**config.mk**
```make
export PLATFORM = sky130hd
export DESIGN_NAME = dmem_arbiter
export DESIGN_NICKNAME = d
export VERILOG_FILES = /design/src/rtl/dmem_arbiter_pkg.sv /design/src/rtl/dmem_arbiter_sat_counter.sv /design/src/rtl/dmem_arbiter.sv
export SDC_FILE = /design/constraint.sdc
export NUM_CORES = 1
export LEC_CHECK = 0
export ABC_AREA = 1
export CAP_MARGIN = 15
export CORE_AREA = 2 2 116 118
export DETAILED_ROUTE_END_ITERATION = 8
export DIE_AREA = 0 0 118 120
export PLACE_DENSITY_LB_ADDON = 0.12
export SYNTH_ARGS = -nofsm -noshare
export SYNTH_HDL_FRONTEND = slang
export SYNTH_HIERARCHICAL = 1
export SYNTH_SLANG_ARGS = --single-unit
```
**constraint.sdc**
```tcl
create_clock -name i_clk -period 1.4 [get_ports i_clk]
set_input_delay 0.21 -clock i_clk [delete_from_list [all_inputs] [get_ports i_clk]]
set_output_delay 0.21 -clock i_clk [all_outputs]
set_load 0.05 [all_outputs]
```
**src/rtl/dmem_arbiter_pkg.sv**
```systemverilog
// Shared definitions for the data-memory arbiter.
// State encodings and default bus widths.
package dmem_arbiter_pkg;

   localparam int DEF_ADDR_W = 32;
   localparam int DEF_DATA_W = 32;

   typedef enum logic [1:0] {
      ARB_IDLE  = 2'b00,
      ARB_WAIT  = 2'b01,
      ARB_STEAL = 2'b10
   } arb_state_t;

endpackage

```
**src/rtl/dmem_arbiter_sat_counter.sv**
```systemverilog
// Saturating up-counter with synchronous clear.
// o_tc flags the last denied cycle before a steal.
module dmem_arbiter_sat_counter #(
   parameter int MAX = 8
) (
   input  logic i_clk,
   input  logic i_clr,
   input  logic i_inc,
   output logic o_tc
);

   localparam int W = (MAX < 1) ? 1 : $clog2(MAX + 1);
   localparam logic [W-1:0] TC_V  = W'(MAX - 1);
   localparam logic [W-1:0] SAT_V = W'(MAX);

   logic [W-1:0] r_cnt;

   always_ff @(posedge i_clk) begin
      if (i_clr) begin
         r_cnt <= '0;
      end else if (i_inc && (r_cnt != SAT_V)) begin
         r_cnt <= r_cnt + 1'b1;
      end
   end

   assign o_tc = (r_cnt == TC_V);

endmodule

```
**src/rtl/dmem_arbiter.sv**
```systemverilog
// Data-memory port arbiter: CPU has priority, debug master
// is granted on idle cycles or by stealing after MAX_WAIT denials.
module dmem_arbiter
   import dmem_arbiter_pkg::*;
#(
   parameter int ADDR_W   = DEF_ADDR_W,
   parameter int DATA_W   = DEF_DATA_W,
   parameter int MAX_WAIT = 8
) (
   input  logic              i_clk,
   input  logic              i_reset,
   input  logic              i_cpu_re,
   input  logic              i_cpu_we,
   input  logic [ADDR_W-1:0] i_cpu_addr,
   input  logic [DATA_W-1:0] i_cpu_wdata,
   output logic [DATA_W-1:0] o_cpu_rdata,
   output logic              o_cpu_hold,
   input  logic              i_dbg_halt,
   input  logic              i_dbg_req,
   input  logic              i_dbg_we,
   input  logic [ADDR_W-1:0] i_dbg_addr,
   input  logic [DATA_W-1:0] i_dbg_wdata,
   output logic              o_dbg_gnt,
   output logic              o_dbg_rvalid,
   output logic [DATA_W-1:0] o_dbg_rdata,
   output logic [ADDR_W-1:0] o_ram_addr,
   output logic [DATA_W-1:0] o_ram_wdata,
   output logic              o_ram_we,
   input  logic [DATA_W-1:0] i_ram_rdata
);

   arb_state_t        r_state;
   logic              r_rvalid;
   logic [DATA_W-1:0] r_rdata;

   logic w_cpu_act;
   logic w_steal;
   logic w_hold;
   logic w_gnt;
   logic w_deny;
   logic w_tc;
   logic w_inc;
   logic w_clr;
   logic w_rd_gnt;

   assign w_cpu_act = i_cpu_re | i_cpu_we;
   assign w_steal   = (r_state == ARB_STEAL);
   assign w_hold    = i_dbg_halt | w_steal;
   assign w_gnt     = i_dbg_req & (w_hold | ~w_cpu_act);
   assign w_deny    = i_dbg_req & ~w_gnt;
   assign w_rd_gnt  = w_gnt & ~i_dbg_we;

   // Count only denials that do not yet trigger a steal; all else clears.
   assign w_inc = ~i_dbg_halt & w_deny & ~w_tc
                & ((r_state == ARB_IDLE) | (r_state == ARB_WAIT));
   assign w_clr = ~i_reset | ~w_inc;

   dmem_arbiter_sat_counter #(
      .MAX (MAX_WAIT)
   ) u_wait_cnt (
      .i_clk (i_clk),
      .i_clr (w_clr),
      .i_inc (w_inc),
      .o_tc  (w_tc)
   );

   always_ff @(posedge i_clk) begin
      if (!i_reset) begin
         r_state  <= ARB_IDLE;
         r_rvalid <= 1'b0;
         r_rdata  <= '0;
      end else begin
         r_rvalid <= w_rd_gnt;
         if (w_rd_gnt) begin
            r_rdata <= i_ram_rdata;
         end
         if (i_dbg_halt) begin
            r_state <= ARB_IDLE;
         end else begin
            unique case (r_state)
               ARB_IDLE: begin
                  if (w_deny) begin
                     r_state <= w_tc ? ARB_STEAL : ARB_WAIT;
                  end
               end
               ARB_WAIT: begin
                  if (!i_dbg_req || w_gnt) begin
                     r_state <= ARB_IDLE;
                  end else if (w_tc) begin
                     r_state <= ARB_STEAL;
                  end
               end
               ARB_STEAL: r_state <= ARB_IDLE;
               default:   r_state <= ARB_IDLE;
            endcase
         end
      end
   end

   assign o_cpu_rdata  = i_ram_rdata;
   assign o_cpu_hold   = w_hold;
   assign o_dbg_gnt    = w_gnt;
   assign o_dbg_rvalid = r_rvalid;
   assign o_dbg_rdata  = r_rdata;
   assign o_ram_addr   = w_gnt ? i_dbg_addr  : i_cpu_addr;
   assign o_ram_wdata  = w_gnt ? i_dbg_wdata : i_cpu_wdata;
   assign o_ram_we     = i_reset
                       & (w_gnt ? i_dbg_we : (i_cpu_we & ~w_hold));

endmodule

```
Word level (Yosys, flattened, before mapping)
Cells that the tools add are included.
{"block": "totals", "reg_bits": 39, "inputBits": 167, "wordCells": 46}
{"block": "classes", "n_addsub": 1, "eq_ne": 6, "n_mux": 8, "bitwise": 21, "n_reduce_logical": 6}
{"op": "32-bit two-way mux", "n": 2}
{"op": "1-bit AND", "n": 8}
{"op": "2-bit two-way mux", "n": 4}
{"op": "1-bit NOT", "n": 8}
{"op": "1-bit bitwise OR", "n": 5}
{"op": "4-bit by 1-bit adder with 4-bit output, second input constant", "n": 1}
{"op": "4-bit by 3-bit == test with 1-bit output, second input constant", "n": 1}
{"op": "4-bit inequality test, second input constant", "n": 1}
{"op": "2-bit one-hot mux with 2 select lines", "n": 1}
{"op": "3-bit by 2-bit inequality test with 1-bit output, second input constant", "n": 1}
{"op": "2-bit by 1-bit == test with 1-bit output, second input constant", "n": 1}
{"op": "2-bit == test, second input constant", "n": 1}
{"op": "2-bit zero test", "n": 1}
{"op": "2-bit inequality test, second input constant", "n": 1}
{"op": "2-bit AND reduction", "n": 1}
{"op": "2-bit OR reduction", "n": 1}
{"op": "1-bit logical AND", "n": 1}
{"op": "1-bit zero test", "n": 1}
{"op": "1-bit logical OR", "n": 1}
{"op": "1-bit two-way mux", "n": 1}

Longest topological paths before layout
{"block": "depth", "depth_word": 11, "mapped_depth": 9}

Hierarchy
The synthesis kept the hierarchy.
{"mod": "dmem_arbiter", "n_inst": 1, "cells_each": 402, "area_each_um2": 2423.6}
{"mod": "dmem_arbiter_sat_counter", "n_inst": 1, "cells_each": 37, "area_each_um2": 242.7}

Worst setup path after synthesis
Ideal clock, no wire load.
{"block": "synth_path", "path_type": "flip-flop to output port", "startpoint": "register r_state[0]", "endpoint": "output o_ram_we", "arrival_ns": 1.629, "slack_ns": -0.439, "path_stages_with_launch": 8, "n_path_buf": 1, "path_cell_list": "dfxtp_1 inv_1 nand2_2 nand3_2 nand3_2 buf_2 nand2_1 a21oi_1"}
{"block": "synth_between", "elab_chain_len": 6, "elab_cells_between_ends": 8, "cone_classes": "eq/ne (1); mux (1); bitwise (6)"}
{"element": "start, declared", "line": "dmem_arbiter.sv:32", "rtl": "arb_state_t r_state;"}
{"element": "start signal, assigned", "line": "dmem_arbiter.sv:83", "rtl": "r_state <= w_tc ? ARB_STEAL : ARB_WAIT;"}
{"element": "2-bit == test *", "line": "dmem_arbiter.sv:47", "rtl": "assign w_steal = (r_state == ARB_STEAL);"}
{"element": "1-bit bitwise OR *", "line": "dmem_arbiter.sv:48", "rtl": "assign w_hold = i_dbg_halt | w_steal;"}
{"element": "1-bit bitwise OR or 1-bit NOT (tied branches)", "line": "dmem_arbiter.sv:49, dmem_arbiter.sv:108"}
{"element": "1-bit AND, on equally long branches", "line": "dmem_arbiter.sv:49, dmem_arbiter.sv:108"}
{"element": "1-bit two-way mux *", "line": "dmem_arbiter.sv:108", "rtl": "& (w_gnt ? i_dbg_we : (i_cpu_we & ~w_hold));"}
{"element": "1-bit AND *", "line": "dmem_arbiter.sv:108"}
{"element": "end, declared", "line": "dmem_arbiter.sv:28", "rtl": "output logic o_ram_we,"}
Every way passes the cells marked *; elsewhere a longest branch is shown, timed or not.

Final worst setup path
{"block": "layout_path", "startpoint": "register r_state[0]", "endpoint": "output o_ram_wdata[14]"}
{"block": "layout_between", "elab_chain_len": 5}
{"element": "2-bit == test", "line": "dmem_arbiter.sv:47"}
{"element": "1-bit bitwise OR", "line": "dmem_arbiter.sv:48"}
{"element": "1-bit bitwise OR", "line": "dmem_arbiter.sv:49", "rtl": "assign w_gnt = i_dbg_req & (w_hold | ~w_cpu_act);"}
{"element": "1-bit AND", "line": "dmem_arbiter.sv:49"}
{"element": "32-bit two-way mux", "line": "dmem_arbiter.sv:106", "rtl": "assign o_ram_wdata = w_gnt ? i_dbg_wdata : i_cpu_wdata;"}
{"element": "end, declared", "line": "dmem_arbiter.sv:27", "rtl": "output logic [DATA_W-1:0] o_ram_wdata,"}
Every way passes these cells.

==> flow_summary_export.csv <==
group,metric,value,unit
run_status,run_status,"finished, violations left",
run_status,violations,"negative setup slack",
power,power_frac_comb,0.569,
route,drc,0,
critical_path,startpoint,"r_state[0]",
layout,antenna_cells,0,
hold_path,hold_path_depth,4,
synthesis,avgSynthCellArea,6.07,um2
timing,rsz0062_at_grt,"yes",
route,num_vias,3793,
synthesis,synth.distinct_cells,24,
floorplan,die_h,120,um
critical_path,endpoint,"o_ram_wdata[14]",
layout,nNetsFinal,887,
layout,nFillCells,1140,
floorplan,chipWidth,118,um
timing,setup_slack,-349,ps
global_routing,antenna_found_initial,0,
route,avgRoutedWirePerCell,16.4,um
critical_path,critPathMaxFanout,12,
floorplan,core_area,0.0130,mm2
floorplan,rows,42,
global_routing,grt_max_degree,35,
critical_path,critPathKind,"reg2out",
power,clock_power_share,0.226,
timing,relSlewSlack,0.777,
hold_path,hold_class,"in2reg",
clock_tree,h-tree-depth,2,
route,ant_nets,0,
timing,post-route-min-period,1750,ps
synthesis,syn_nets,608,
floorplan,io_pins,299,
layout,design_area,0.00783,mm2
global_routing,grt_pass1_wl,22300,um
placed_design,portBuffers,298,
power,switching_share,0.375,
clock_tree,clk_path_buf_depth,2,
clock_tree,cts_sinks,39,
timing,drv_slew,0,
placed_design,hpwl,11700,um
floorplan,dieArea,0.0142,mm2
critical_path,max_stage_delay,310,ps
critical_path,r2r_end,"u_wait_cnt/r_cnt[0]",
power,p_int,3.64,mW
critical_path,r2r_cells,10,
route,post_drt_via_cell_ratio,4.24,
timing,setup_violations,69,
clock_tree,cts_root_buffer,"clkbuf_16",
global_routing,grt_overflow,0,
synthesis,synth-seq-cells,39,
global_routing,grt_pass1_vias,3951,
power,net-switching-power,2.18,mW
layout,areaGrowthSynthToFinish,194,%
layout,drive_gt1_frac,0.424,
route,wirelength,14700,um
clock_tree,clk_pin_slew,60,ps
global_routing,grtUsageTotal,0.202,
clock_tree,cts_tree,"built",
critical_path,cp_slowest_cell,"dfxtp_1",
timing,finalCritPeriodShare,1.25,
job,cap_violations,0,
critical_path,crit_top_cell,"nand2_2",
critical_path,r2r_start,"r_state[0]",
critical_path,path_cells,"inv_1 > nand2_2 > nand3_4 > nand2_8 > clkinv_8 > clkbuf_16 > nand2_1 > nand2_2 > buf_12",
synthesis,syn_inst,439,
power,power_frac_seq,0.204,
timing,finClkSkew,2.39,ps
timing,worst_pin_slew,335,ps
power,power_density,744,mW/mm2
clock_tree,clkLatencyLatePin,290,ps
critical_path,end_kind,"primary output",
power,ir_drop,744,uV
power,leakagePower,3.52,nW
synthesis,yosysWarnings,6,
synthesis,syn_area,0.00267,mm2
placed_design,place_congestion,0.844,
route,dr.pass1.iters,4,
route,initialDrtViolationCount,200,
timing,hold_viol,0,
placed_design,dpl_cell_area,0.00720,mm2
power,total_power,5.83,mW
synthesis,ys_seq_area_frac,0.293,
floorplan,initial_core_util,0.205,
timing,fmax,572,MHz
layout,utilization,0.603,
critical_path,crit_arrival,1540,ps
critical_path,start_kind,"flip-flop",
clock_tree,numCtsBuffers,5,
critical_path,required,1190,ps
critical_path,rrSetupSlack,-50,ps
==> sequential cells by signal, summed over array words and instances, names as in the netlist <==
name and cells:
o_dbg_rvalid 1, r_state 2, o_dbg_rdata 32, u_wait_cnt/r_cnt 4
==> layout by cell type, fill, tap and decap left out, types with 2 or more instances in the layout <==
cell and n:
inv_2 5, dlygate4sd2_1 3, dfxtp_1 38, nor3_2 2, nand2_2 83, nand3_1 33
clkbuf_16 6, nand2_4 30, o21ai_0 22, nor2_1 5, nand4_1 2, nand3_2 4
buf_16 3, buf_6 3, clkdlybuf4s50_1 162, inv_1 42, buf_12 138, nand2_1 92
o21ai_2 2, ha_1 2, o21ai_1 10, buf_4 17
==> stage by stage <==
stage | std cells | setup TNS (ps) | worst slack [ps] | hold WS, ps
final | 895 | -21430 | -349 | 504
after global routing | 895 | -27040 | -426 | 536
after CTS | 896 | -22220 | -350 | 506
after detailed placement | 877 | -37930 | -518 | 501
after global placement | 877 | -34890 | -479 | 494
after floorplan | 439 | -27.9 | -27.9 | 348
==> power by group through the flow <==
stage                     clock (mW)  sequential (mW)  combinational, mW
final                           1.32             1.19               3.32
after global routing            1.39             1.20               3.44
after CTS                       1.35             1.19               3.28
after detailed placement           0             1.22               3.16
after global placement             0             1.21               3.15
after floorplan                    0             1.33               1.30
==> Yosys cell counts <==
library cell | count | area (um2)
a21oi_1 | 2 | 10.0
nand4_1 | 2 | 12.5
nand3b_1 | 1 | 7.51
buf_4 | 36 | 270
ha_1 | 2 | 25.0
nand2_1 | 193 | 724
nand3_1 | 35 | 175
o21ai_0 | 24 | 120
dfxtp_1 | 39 | 781
clkbuf_2 | 2 | 10.0
nor2_1 | 5 | 18.8
buf_6 | 7 | 78.8
inv_2 | 2 | 7.51
nand3_2 | 3 | 30.0
nand4_2 | 1 | 12.5
nand2_2 | 13 | 81.3
nor3b_1 | 1 | 7.51
nor2_2 | 1 | 6.26
clkbuf_1 | 1 | 3.75
buf_1 | 3 | 11.3
nor3_1 | 3 | 15.0
inv_1 | 46 | 173
o21ai_1 | 10 | 50.1
buf_2 | 7 | 35.0
==> layout make-up <==
type	count	area, um2	share of cell area
clock inverters	3	43.8	0.00559
multi-input cells	296	1770	0.227
flip-flops and latches	39	782	0.0999
well taps	176	220	0.0281
repair buffers	328	4690	0.599
inverters	48	193	0.0246
clock buffers	5	125	0.0160
==> logic make-up after synthesis <==
kind of cell / count (synthesis) / synth area share
flip-flops: 39 / 0.293
buffers and inverters: 104 / 0.221
AO/OA/AOI/OAI: 36 / 0.0676
adder cells (fa/ha/maj): 2 / 0.00938
AND/OR/NAND/NOR: 258 / 0.409
==> worst max-delay path, delay by kind of cell, from the launching register on <==
family	cells	cell delay (ps)
AND/OR/NAND/NOR	5	460
buffers and inverters	4	460
flip-flops	1	310
==> per-layer routing <==
metal	track usage	part of all wire	routed length, um	vias up
li1	-	-	-	1864
met4	0.0617	0.023	333	0
met1	0.215	0.36	5260	1734
met3	0.0789	0.094	1370	17
met2	0.368	0.53	7720	178
met5	0	0	0	-
==> worst min path at each step <==
| stage | endpoint | startpoint |
|---|---|---|
| 6_report | r_state[1] | i_dbg_req |
| 5_1_grt | u_wait_cnt/r_cnt[2] | u_wait_cnt/r_cnt[2] |
| 4_1_cts | u_wait_cnt/r_cnt[1] | u_wait_cnt/r_cnt[1] |
| 3_5_place_dp | u_wait_cnt/r_cnt[2] | u_wait_cnt/r_cnt[2] |
| 3_3_place_gp | u_wait_cnt/r_cnt[2] | u_wait_cnt/r_cnt[2] |
| 2_1_floorplan | o_dbg_rdata[0] | i_ram_rdata[0] |
==> what timing repair did <==
item | in CTS | in global routing
hold buffers | 0 | 0
pin swaps | 19 | 10
resized for setup | 60 | 42
setup endpoints to repair | 70 | 73
cloned | 3 | 1
buffers inserted | 8 | 2
No activity file was read; power rests on OpenSTA's default activity.
